===== src/rtl/bit_serializer.sv =====
// Parallel-to-serial front end: WIDTH-bit words in over valid/ready,
// one bit per clock out, with a one-word holding register for gapless streaming.
module bit_serializer #(
    parameter int   WIDTH     = 8,
    parameter int   MSB_FIRST = 1,
    parameter logic IDLE_BIT  = 1'b0
) (
    input  logic             i_clk,
    input  logic             i_rst,
    input  logic [WIDTH-1:0] i_din,
    input  logic             i_din_valid,
    output logic             o_din_ready,
    input  logic             i_ser_en,
    output logic             o_out_bit,
    output logic             o_out_valid,
    output logic             o_out_last,
    output logic             o_busy,
    output logic [15:0]      o_word_cnt
);

    localparam int CW = (WIDTH > 1) ? $clog2(WIDTH) : 1;
    localparam logic [CW-1:0] LAST_IDX = CW'(WIDTH - 1);

    localparam logic [0:0] ST_IDLE  = 1'b0;
    localparam logic [0:0] ST_SHIFT = 1'b1;

    logic [0:0]       r_state;
    logic [WIDTH-1:0] r_hold;
    logic             r_hold_full;
    logic [WIDTH-1:0] r_sreg;
    logic [CW-1:0]    r_cnt;
    logic [15:0]      r_word_cnt;

    logic             w_accept;
    logic             w_last;
    logic             w_bit;
    logic [WIDTH-1:0] w_shifted;

    // Ready is forced low during reset so no word is taken while clearing.
    assign o_din_ready = !r_hold_full && !i_rst;
    assign w_accept    = i_din_valid && o_din_ready;
    assign w_last      = (r_cnt == LAST_IDX);
    assign w_bit       = (MSB_FIRST != 0) ? r_sreg[WIDTH-1] : r_sreg[0];
    assign w_shifted   = (MSB_FIRST != 0) ? {r_sreg[WIDTH-2:0], 1'b0}
                                          : {1'b0, r_sreg[WIDTH-1:1]};

    always_ff @(posedge i_clk or posedge i_rst) begin
        if (i_rst) begin
            r_state     <= ST_IDLE;
            r_hold      <= '0;
            r_hold_full <= 1'b0;
            r_sreg      <= '0;
            r_cnt       <= '0;
            r_word_cnt  <= '0;
        end else begin
            if (w_accept) begin
                r_hold      <= i_din;
                r_hold_full <= 1'b1;
            end
            case (r_state)
                ST_IDLE: begin
                    if (r_hold_full) begin
                        r_sreg      <= r_hold;
                        r_hold_full <= 1'b0;
                        r_cnt       <= '0;
                        r_state     <= ST_SHIFT;
                    end
                end
                ST_SHIFT: begin
                    if (i_ser_en) begin
                        if (!w_last) begin
                            r_sreg <= w_shifted;
                            r_cnt  <= r_cnt + 1'b1;
                        end else begin
                            r_word_cnt <= r_word_cnt + 16'd1;
                            // Reload straight from hold to keep the line gapless.
                            if (r_hold_full) begin
                                r_sreg      <= r_hold;
                                r_hold_full <= 1'b0;
                                r_cnt       <= '0;
                            end else begin
                                r_state <= ST_IDLE;
                            end
                        end
                    end
                end
                default: r_state <= ST_IDLE;
            endcase
        end
    end

    assign o_out_valid = (r_state == ST_SHIFT) && i_ser_en;
    assign o_out_bit   = o_out_valid ? w_bit : IDLE_BIT;
    assign o_out_last  = o_out_valid && w_last;
    assign o_busy      = (r_state == ST_SHIFT) || r_hold_full;
    assign o_word_cnt  = r_word_cnt;

endmodule


===== config.mk =====
export PLATFORM = sky130hd
export DESIGN_NAME = bit_serializer
export DESIGN_NICKNAME = d
export VERILOG_FILES = /design/src/rtl/bit_serializer.sv
export SDC_FILE = /design/constraint.sdc
export NUM_CORES = 1
export LEC_CHECK = 0
export ABC_CLOCK_PERIOD_IN_PS = 1650
export CAP_MARGIN = 0
export CORE_UTILIZATION = 45
export DETAILED_ROUTE_END_ITERATION = 12
export PLACE_DENSITY = 0.74
export SYNTH_ARGS = -nofsm -noshare
export SYNTH_HDL_FRONTEND = slang
export SYNTH_SLANG_ARGS = --single-unit

===== constraint.sdc =====
create_clock -name i_clk -period 1.65 [get_ports i_clk]
set_input_delay 0.2475 -clock i_clk [delete_from_list [all_inputs] [get_ports i_clk]]
set_output_delay 0.2475 -clock i_clk [all_outputs]
set_load 0.03 [all_outputs]

# After elaboration in Yosys (flattened, before gate mapping)
# Index checks and enable logic that the tools add are counted.
op_classes:
  add_sub_neg: 2
  n_eq_ne: 2
  n_mux: 18
  bitwise: 1
  n_reduce_logical: 8
ops:
  columns: ["cell", "n"]
  rows:
  - ["8-bit two-way mux", 3]
  - ["16-bit by 1-bit adder with 16-bit output (second input constant)", 1]
  - ["8-bit case mux with 2 select lines", 1]
  - ["3-bit two-way mux", 3]
  - ["1-bit two-way mux", 8]
  - ["3-bit case mux with 2 select lines", 1]
  - ["1-bit logical AND", 4]
  - ["1-bit case mux with 2 select lines", 2]
  - ["3-bit by 1-bit adder with 3-bit output (second input constant)", 1]
  - ["3-bit equality test (second input constant)", 1]
  - ["3-bit AND reduction", 1]
  - ["1-bit logical NOT", 2]
  - ["2-bit != test (second input constant)", 1]
  - ["1-bit logical OR", 1]
  - ["1-bit NOT", 1]
totals:
  regBits: 37
  input_bits: 12
  output_inout_bits: 21
  wordCells: 37

# Depth between registers and ports, before layout
# Gate-level depths: netlist of the first run.
logic_depth:
  depth_word: 8
  depth_mapped: 6
  ltp_nobuf: 6

# Least setup slack after synthesis of the first run
# OpenSTA, ideal clock, no wires.
synth_timing:
  path_kind: "reg-to-reg"
  from: "reg r_hold_full"
  to: "reg r_hold[1]"
  setup_ps: 125
  arrival_ps: 1590
  required_time_ps: 1525
  path_slack_ps: -65
  path_stages_with_launch: 5
  path_buffers: 1
  synth_period_minus_slack_ps: 1715
  path_cell_list: "dfrtp_1 > nor2_1 > and2_1 > buf_2 > mux2_2"
synth_via:
  elab_chain_cells: 3
synth_lines:
  columns: ["item", "line_no", "source"]
  rows:
  - ["start: declaration", "29", "logic r_hold_full;"]
  - ["start signal: assignment", "51", "r_hold_full <= 1'b0;"]
  - ["start signal: assignment", "58", "r_hold_full <= 1'b1;"]
  - ["start signal: assignment", "64", "r_hold_full <= 1'b0;"]
  - ["1-bit logical NOT", "40", "assign o_din_ready = !r_hold_full && !i_rst;"]
  - ["1-bit logical AND", "40", null]
  - ["net o_din_ready", "12", "output logic o_din_ready,"]
  - ["1-bit logical AND", "41", "assign w_accept = i_din_valid && o_din_ready;"]
  - ["end signal: assignment", "57", "r_hold <= i_din;"]
  - ["end: declaration", "28", "logic [WIDTH-1:0] r_hold;"]
# The timed path passes the listed nets, and every way through them passes these cells.
# A chain may end at the register's enable or synchronous reset.

# Worst setup path in the final report of the first run
layout_timing:
  from: "reg r_cnt[1]"
  to: "out o_out_last"
layout_via:
  elab_chain_cells: 2
layout_lines:
  columns: ["item", "line_no", "source"]
  rows:
  - ["start: declaration", "31", "logic [CW-1:0] r_cnt;"]
  - ["start signal: assignment", "73", "r_cnt <= r_cnt + 1'b1;"]
  - ["3-bit equality test", "42", "assign w_last = (r_cnt == LAST_IDX);"]
  - ["1-bit logical AND", "94", "assign o_out_last = o_out_valid && w_last;"]
  - ["end: declaration", "16", "output logic o_out_last,"]
# Every way passes these cells.

==> impl_metrics.toml, run 1 <==
[power_and_ir_drop]
vdd_drop_max_v = 0.0006085
total_power_mw = 2.652
cellPowerDensity_nw_per_um2 = 1194
p_leak_nw = 1.133

[hold_path]
hp-class = "primary input to async pin"

[clock_tree]
cts_buffers = 5
h-tree-depth = 2
clk_pin_slew_ns = 0.11
clk_latency_ns = 0.35
cts.sinks = 37
clock-root-buffer = "clkbuf_4"
max-clock-path-buffers = 2
cts_tree = "done"
cts_hold_repair.buffers = 0

[global_route]
antenna_found_initial = 0
use_met2_pct = 32.20
grt_pass1_vias = 1266
met3_usage_pct = 4.562
busiest_layer = "met2"
grt_pass1_wl_mm = 5.768
grt_usage_pct = 19.33
grt_overflow_total = 0
grt_max_degree = 38
met1_usage_pct = 23.39

[detailed_routing]
drt_iter0_drc = 39
routed_wl_mm = 3.321
avgViaCountPerCell = 5.100
ant_nets = 0
wl_per_cell_um = 13.84
vias = 1224
post-route-drc-count = 0
firstDrtPassIters = 4

[sta]
finalHoldViolCount = 0
max_slew.worst_pin.slew_ns = 0.4591
skew_ns = 0.005474
post-route-period-util_pct = 105.4
final_max_slew_viol_count = 0
max_freq_mhz = 574.9
slew_headroom_pct = 69.39
rsz0062_at_grt = "true"
finalCriticalPeriod_ns = 1.739
setup_viol = 1
fin_ws_ns = -0.08930

[setup_path]
start_kind = "flop"
crit_fanout = 3
criticalPathCategory = "flop to output pin"
required_ns = 1.40
endpoint_kind = "output pin"
cp.arrival_ns = 1.49

[floorplan]
die-area_um2 = 3894
core-area_um2 = 3416
start_util_pct = 48.06
row_count = 21
die_x_um = 62.40
die_h_um = 62.40
io_pins = 33

[layout]
layout.nets = 209
drive_above_1_share_pct = 26.29
n_antenna_cell = 0
multi_input_area_um2 = 719.4
syn_to_final_growth_pct = 35.37
ff_latch_area_um2 = 925.9
n_fill_cell = 270
utilization_pct = 65.05

[status]
violations = "setup timing"
outcome = "complete, but fails checks"

[synthesis]
ys_ff_latch = 37
netlist_top_cells_count = "dfrtp_1 (37), nand2_1 (15), inv_1 (11), xnor2_1 (11), mux2_2 (7)"
synth_most_common_cell = "dfrtp_1"
synth_cell_type_count = 29
syn_avg_cell_area_um2 = 11.73
ys.flop_type = "dfrtp_1"
ys_seq_area_share_pct = 56.40
syn_area_um2 = 1642
yosys-top-cells-area = "dfrtp_1 (56%), xnor2_1 (5.9%), mux2_2 (4.8%)"
yosys.area.top_type = "dfrtp_1"
yosys_warnings = 0
syn-num-nets = 156
synth_top_area_share_pct = 56.40
synth_edf_count = 0
syn_inst = 140
synthArstFlopShare_pct = 100.0

[flow_run]
drv_cap = 0

[place]
hpwl_mm = 2.290
gp_congestion = 0.7415
port-buffer-count = 32
kinds of logic (layout without fill, tap and decap cells):
kind of cell,Yosys count,in the layout,share of synthesized area [%]
buffers and inverters,12,66,2.820
adders and majority gates,4,4,3.049
xor gates and xnor gates,15,15,8.003
DFF,37,37,56.40
and+or+nand+nor,42,42,16.31
AOI/OAI and AO/OA,23,23,8.614
muxes,7,7,4.802
state kept, by name, indices dropped and copies added, names as in the netlist:
name         cells
r_hold           8
r_cnt            3
r_sreg           8
r_state          1
o_word_cnt      16
r_hold_full      1
layer usage:
layer  part of all wire [%]  wire length [um]
met5                      0                 0
met4                    2.4                81
met3                    4.4               147
met2                     51              1691
met1                     42              1401
placed cells by master (no fill, tap or decap), types with 5 or more instances in the layout:
master and count:
buf_4 17, a21oi_1 6, clkdlybuf4s50_1 11, dfrtp_1 37, o21ai_0 5, inv_1 10
mux2_2 7, o22ai_1 6, clkbuf_4 5, nand2_1 15, dlygate4sd2_1 16, xnor2_1 11
cell type report:
| cell class | count | share of cell area, % |
|---|---|---|
| clock buffer | 7 | 2.928 |
| clock inverter | 1 | 0.2252 |
| inverter | 11 | 1.971 |
| multi-input combinational | 91 | 32.38 |
| sequential | 37 | 41.67 |
| tap | 46 | 2.590 |
| timing repair buffer | 47 | 18.24 |
stage by stage:
stage               setup slack (ns)  area, um^2  instances  hold slack [ns]  setup TNS (ns)
CTS                          -0.1179        2167        235           0.3491         -0.1179
detailed placement           -0.1054        2074        226           0.4740          -1.088
floorplan                    0.06759        1644        140           0.3643               0
global placement            -0.03378        2074        226           0.4629         -0.1391
finish                      -0.08930        2222        240           0.3375        -0.08930
global route                 -0.1517        2222        240           0.3762         -0.3170
worst max-delay path, cell delays in order (launching register included):
cell and delay, ns:
dfrtp_1 0.43, ha_4 0.19, ha_4 0.17, nand3_4 0.07
buf_6 0.12, inv_4 0.04, buf_6 0.12
timing repair:
item	in CTS	in global routing
resized for setup	26	8
setup buffers	1	5
pin swaps	2	3
endpoints found under the setup margin	31	12
report_power, final:
group          total [mW]  leakage, nW  switching (mW)  internal, mW
Sequential           1.32        0.465           0.172          1.15
Clock               0.547       0.0413           0.300         0.247
Combinational       0.786        0.626           0.379         0.407
worst paths after layout:
check,from,to,slack (ns),cells after the start
max in group asynchronous,i_rst,r_hold[6]$_DFFE_PP0P_,0.99,3
worst max register to register,r_cnt[1]$_DFFE_PP0P_,o_word_cnt[6]$_DFFE_PP0P_,0.05,7
worst max-delay path,r_cnt[1]$_DFFE_PP0P_,o_out_last,-0.09,6
min in group i_clk,i_din[0],r_hold[0]$_DFFE_PP0P_,0.45,3
worst min register to register,o_word_cnt[15]$_DFFE_PP0P_,o_word_cnt[15]$_DFFE_PP0P_,0.48,1
worst min-delay path,i_rst,r_state$_DFF_PP0_,0.34,3
(Power assumes the default switching activity.)
==> run 2: changes to the inputs <==
--- a/config.mk
+++ b/config.mk
@@ -7,8 +7,10 @@
 export LEC_CHECK = 0
 export ABC_CLOCK_PERIOD_IN_PS = 1650
 export CAP_MARGIN = 0
+export CORE_MARGIN = 1
 export CORE_UTILIZATION = 45
 export DETAILED_ROUTE_END_ITERATION = 12
+export MAX_ROUTING_LAYER = met4
 export PLACE_DENSITY = 0.74
 export SYNTH_ARGS = -nofsm -noshare
 export SYNTH_HDL_FRONTEND = slang
==> impl_metrics.toml, run 2 (synthesis gave the netlist of run 1 again) <==
[layout]
largest_register_ffs = 16
syn_to_final_growth_pct = 35.37
drive_above_1_share_pct = 26.29
utilization_pct = 65.05
layout.nets = 209
fin_cells = 240
final_common_cell = "dfrtp_1"
n_antenna_cell = 0
final_cell_mix = "dfrtp_1 (37), buf_4 (17), dlygate4sd2_1 (16)"

[clock_tree]
cts_tree = "done"
clk_latency_ns = 0.35
clk_pin_slew_ns = 0.11
cts_hold_repair.buffers = 0
cts.sinks = 37
max-clock-path-buffers = 2
clock-root-buffer = "clkbuf_4"
cts_buffers = 5
h-tree-depth = 2

[sta]
final_max_slew_viol_count = 0
finalCriticalPeriod_ns = 1.740
setup_tns_ns = -0.08996
holdWs_ns = 0.3362
post-route-period-util_pct = 105.5
finalHoldViolCount = 0
max_slew.worst_pin.slew_ns = 0.4653
rsz0062_at_grt = "true"
fin_ws_ns = -0.08996
setup_viol = 1
max_freq_mhz = 574.7
slew_headroom_pct = 68.98
skew_ns = 0.005967

[power_and_ir_drop]
p_leak_nw = 1.133
vdd_drop_max_v = 0.0006076
total_power_mw = 2.654
cellPowerDensity_nw_per_um2 = 1194

[setup_path]
criticalPathCategory = "flop to output pin"
crit_fanout = 3
required_ns = 1.40
cp.arrival_ns = 1.49
start_kind = "flop"
endpoint_kind = "output pin"

[flow_run]
drv_cap = 0

[detailed_routing]
routed_wl_mm = 3.321
avgViaCountPerCell = 5.117
vias = 1228
highest_layer = "met4"
wl_met1_mm = 1.447
firstDrtPassIters = 4
post-route-drc-count = 0
dr_wl_met3_um = 121
ant_nets = 0
wl_met2_mm = 1.670
drt_iter0_drc = 42
wl_per_cell_um = 13.84

[place]
dp_cells = 226
gp_congestion = 0.7508
hpwl_mm = 2.290
port-buffer-count = 32

[floorplan]
die_x_um = 62.40
die_h_um = 62.40
core-area_um2 = 3416
row_count = 21
start_util_pct = 48.06
die-area_um2 = 3894
io_pins = 33

[global_route]
antenna_found_initial = 0
grt_usage_pct = 19.89
grt_max_degree = 38
grt_pass1_wl_mm = 5.768
grt_pass1_vias = 1264
grt_overflow_total = 0

[status]
violations = "setup timing"
outcome = "complete, but fails checks"

[hold_path]
hp-class = "primary input to async pin"
==> run 2: cell counts in the layout (fill, tap and decap cells not counted) <==
Identical to the previous run, type by type.
==> run 2: power breakdown <==
part           switching, mW  internal, mW
Sequential             0.172          1.15
Clock                  0.302         0.247
Combinational          0.379         0.407
Total                  0.853          1.80
==> run 2: final timing paths <==
path	start	end	slack, ns	depth (start not counted)
min reg2reg	o_word_cnt[15]$_DFFE_PP0P_	o_word_cnt[15]$_DFFE_PP0P_	0.48	1
max reg2reg	r_cnt[1]$_DFFE_PP0P_	o_word_cnt[6]$_DFFE_PP0P_	0.04	7
min	i_rst	r_state$_DFF_PP0_	0.34	3
max in group asynchronous	i_rst	o_word_cnt[15]$_DFFE_PP0P_	0.98	3
max	r_cnt[1]$_DFFE_PP0P_	o_out_last	-0.09	6
min in group i_clk	i_din[0]	r_hold[0]$_DFFE_PP0P_	0.45	3
==> run 2: stage by stage <==
stage / setup WS (ns) / area (um^2)
after floorplan: 0.06759 / 1644
after global placement: -0.03378 / 2074
after detailed placement: -0.1054 / 2074
after CTS: -0.1179 / 2167
after global routing: -0.1517 / 2222
final: -0.08996 / 2222
==> run 2: area by class of cell <==
cell class | instances | area (um^2)
multi-input combinational | 91 | 719.4
sequential | 37 | 925.9
tap | 46 | 57.56
fill | 270 | 1194
inverter | 11 | 43.79
clock inverter | 1 | 5.005
timing repair buffer | 47 | 405.4
clock buffer | 7 | 65.06
==> run 2: worst max-delay path, stage by stage (launching register included) <==
cell and delay, ns:
dfrtp_1 0.43, ha_4 0.18, ha_4 0.17, nand3_4 0.07, buf_6 0.12, inv_4 0.04
buf_6 0.12
==> run 2: routing by layer <==
layer  track usage (%)  up-vias
li1                  -      588
met1             23.52      603
met2             32.07       29
met3             4.562        8
met4             9.593        0
met5                 -        -
==> run 2: repair_timing <==
action | 4_1_cts | 5_1_grt
resized for setup | 26 | 8
endpoints found under the setup margin | 31 | 12
buffers inserted | 1 | 5
endpoints found under the hold margin | 0 | 0
pin swaps | 2 | 3
==> run 3: changes to the inputs <==
--- a/config.mk
+++ b/config.mk
@@ -12,6 +12,7 @@
 export DETAILED_ROUTE_END_ITERATION = 12
 export MAX_ROUTING_LAYER = met4
 export PLACE_DENSITY = 0.74
+export SKIP_LAST_GASP = 1
 export SYNTH_ARGS = -nofsm -noshare
 export SYNTH_HDL_FRONTEND = slang
 export SYNTH_SLANG_ARGS = --single-unit
==> impl_metrics.toml, run 3 (synthesis gave the netlist of run 1 again) <==
[setup_path]
criticalPathCategory = "flop to output pin"
critPathBufInv = 3
required_ns = 1.40
cp.arrival_ns = 1.50
cpPeakStageDelay_ns = 0.44
worst_r2r_path_depth = 7
path_depth = 6
start_kind = "flop"
endpoint_kind = "output pin"
path_delay_family = "flip-flops"
slowest_stage = "dfrtp_1"
crit_chain = "ha_4, ha_4, nand3_4, buf_6, inv_4, buf_6"
crit_fanout = 3

[layout]
syn_to_final_growth_pct = 35.37
n_antenna_cell = 0
utilization_pct = 65.05
fin_cells = 240
layout.nets = 209
drive_above_1_share_pct = 26.29
n_fill_cell = 270
final_cell_mix = "dfrtp_1 (37), buf_4 (17), dlygate4sd2_1 (16)"
final_common_cell = "dfrtp_1"
largest_register_ffs = 16

[detailed_routing]
routed_wl_mm = 3.329
firstDrtPassIters = 4
wl_per_cell_um = 13.87
ant_nets = 0
post-route-drc-count = 0
avgViaCountPerCell = 5.121
drt_iter0_drc = 42
vias = 1229

[floorplan]
row_count = 21
die-area_um2 = 3894
die_x_um = 62.40
die_h_um = 62.40
core-area_um2 = 3416
io_pins = 33
start_util_pct = 48.06

[global_route]
grt_usage_pct = 19.89
grt_pass1_wl_mm = 5.754
grt_max_degree = 38
antenna_found_initial = 0
grt_overflow_total = 0
grt_pass1_vias = 1273

[clock_tree]
clock-root-buffer = "clkbuf_4"
max-clock-path-buffers = 2
clk_pin_slew_ns = 0.11
cts.sinks = 37
cts_buffers = 5
cts_tree = "done"
clk_latency_ns = 0.35
h-tree-depth = 2
cts_hold_repair.buffers = 0

[sta]
setup_viol = 1
post-route-period-util_pct = 105.9
max_slew.worst_pin.slew_ns = 0.4651
max_freq_mhz = 572.4
finalCriticalPeriod_ns = 1.747
finalHoldViolCount = 0
fin_ws_ns = -0.09715
slew_headroom_pct = 68.99
final_max_slew_viol_count = 0
skew_ns = 0.005928
rsz0062_at_grt = "true"

[hold_path]
hp-class = "primary input to async pin"

[power_and_ir_drop]
p_leak_nw = 1.133
total_power_mw = 2.653
cellPowerDensity_nw_per_um2 = 1194
vdd_drop_max_v = 0.0006061

[place]
hpwl_mm = 2.290
dp_cells = 226
place_ws_ns = -0.1054
gp_congestion = 0.7508
port-buffer-count = 32

[status]
outcome = "complete, but fails checks"
violations = "setup timing"

[flow_run]
drv_cap = 0
==> run 3: worst reg2reg max path: stages, from the launching register on <==
cell and delay [ns]:
dfrtp_1 0.42, ha_4 0.17, ha_4 0.15, nand3_4 0.08, buf_4 0.18, or2_4 0.28
nor2_2 0.12, xor2_1 0.15
==> run 3: final timing paths <==
kind	start	endpoint	slack, ns
max reg2reg	r_cnt[1]$_DFFE_PP0P_	o_word_cnt[6]$_DFFE_PP0P_	0.04
max in group asynchronous	i_rst	o_word_cnt[7]$_DFFE_PP0P_	0.98
min reg2reg	o_word_cnt[15]$_DFFE_PP0P_	o_word_cnt[15]$_DFFE_PP0P_	0.48
min	i_rst	r_hold_full$_DFF_PP0_	0.34
min in group i_clk	i_din[0]	r_hold[0]$_DFFE_PP0P_	0.45
max	r_cnt[1]$_DFFE_PP0P_	o_out_last	-0.1
==> run 3: per-stage QoR <==
step / area (um^2) / hold WS, ns / setup TNS [ns]
finish: 2222 / 0.3449 / -0.09715
global route: 2222 / 0.3778 / -0.3241
CTS: 2163 / 0.3491 / -0.1395
detailed placement: 2074 / 0.4740 / -1.088
global placement: 2074 / 0.4629 / -0.1391
floorplan: 1644 / 0.3643 / 0
==> run 3: power breakdown <==
group	switching [mW]	leakage (nW)	total, mW	internal [mW]
sequential	0.171	0.465	1.32	1.15
clock	0.301	0.0413	0.548	0.247
combinational	0.380	0.626	0.787	0.407
==> run 3: area by class of cell <==
type | instances | area (um^2) | area share, %
sequential | 37 | 925.9 | 41.67
multi-input combinational | 91 | 719.4 | 32.38
timing repair buffer | 47 | 405.4 | 18.24
clock buffer | 7 | 65.06 | 2.928
tap | 46 | 57.56 | 2.590
inverter | 11 | 43.79 | 1.971
clock inverter | 1 | 5.005 | 0.2252
==> run 3: timing repair <==
action | in CTS | in global routing
setup endpoints to repair | 31 | 11
gates resized for setup | 25 | 9
pin swaps | 2 | 2
buffers inserted | 1 | 5
==> run 3: per-layer routing <==
layer  wire length [um]  vias up  global-route usage [%]  part of all wire, %
li1                   -      587                       -                    -
met3                111        8                   4.562                  3.3
met2               1717       25                   33.29                   52
met1               1417      609                   22.42                   43
met4                 81        0                   9.593                  2.4
met5                  0        -                       -                    0
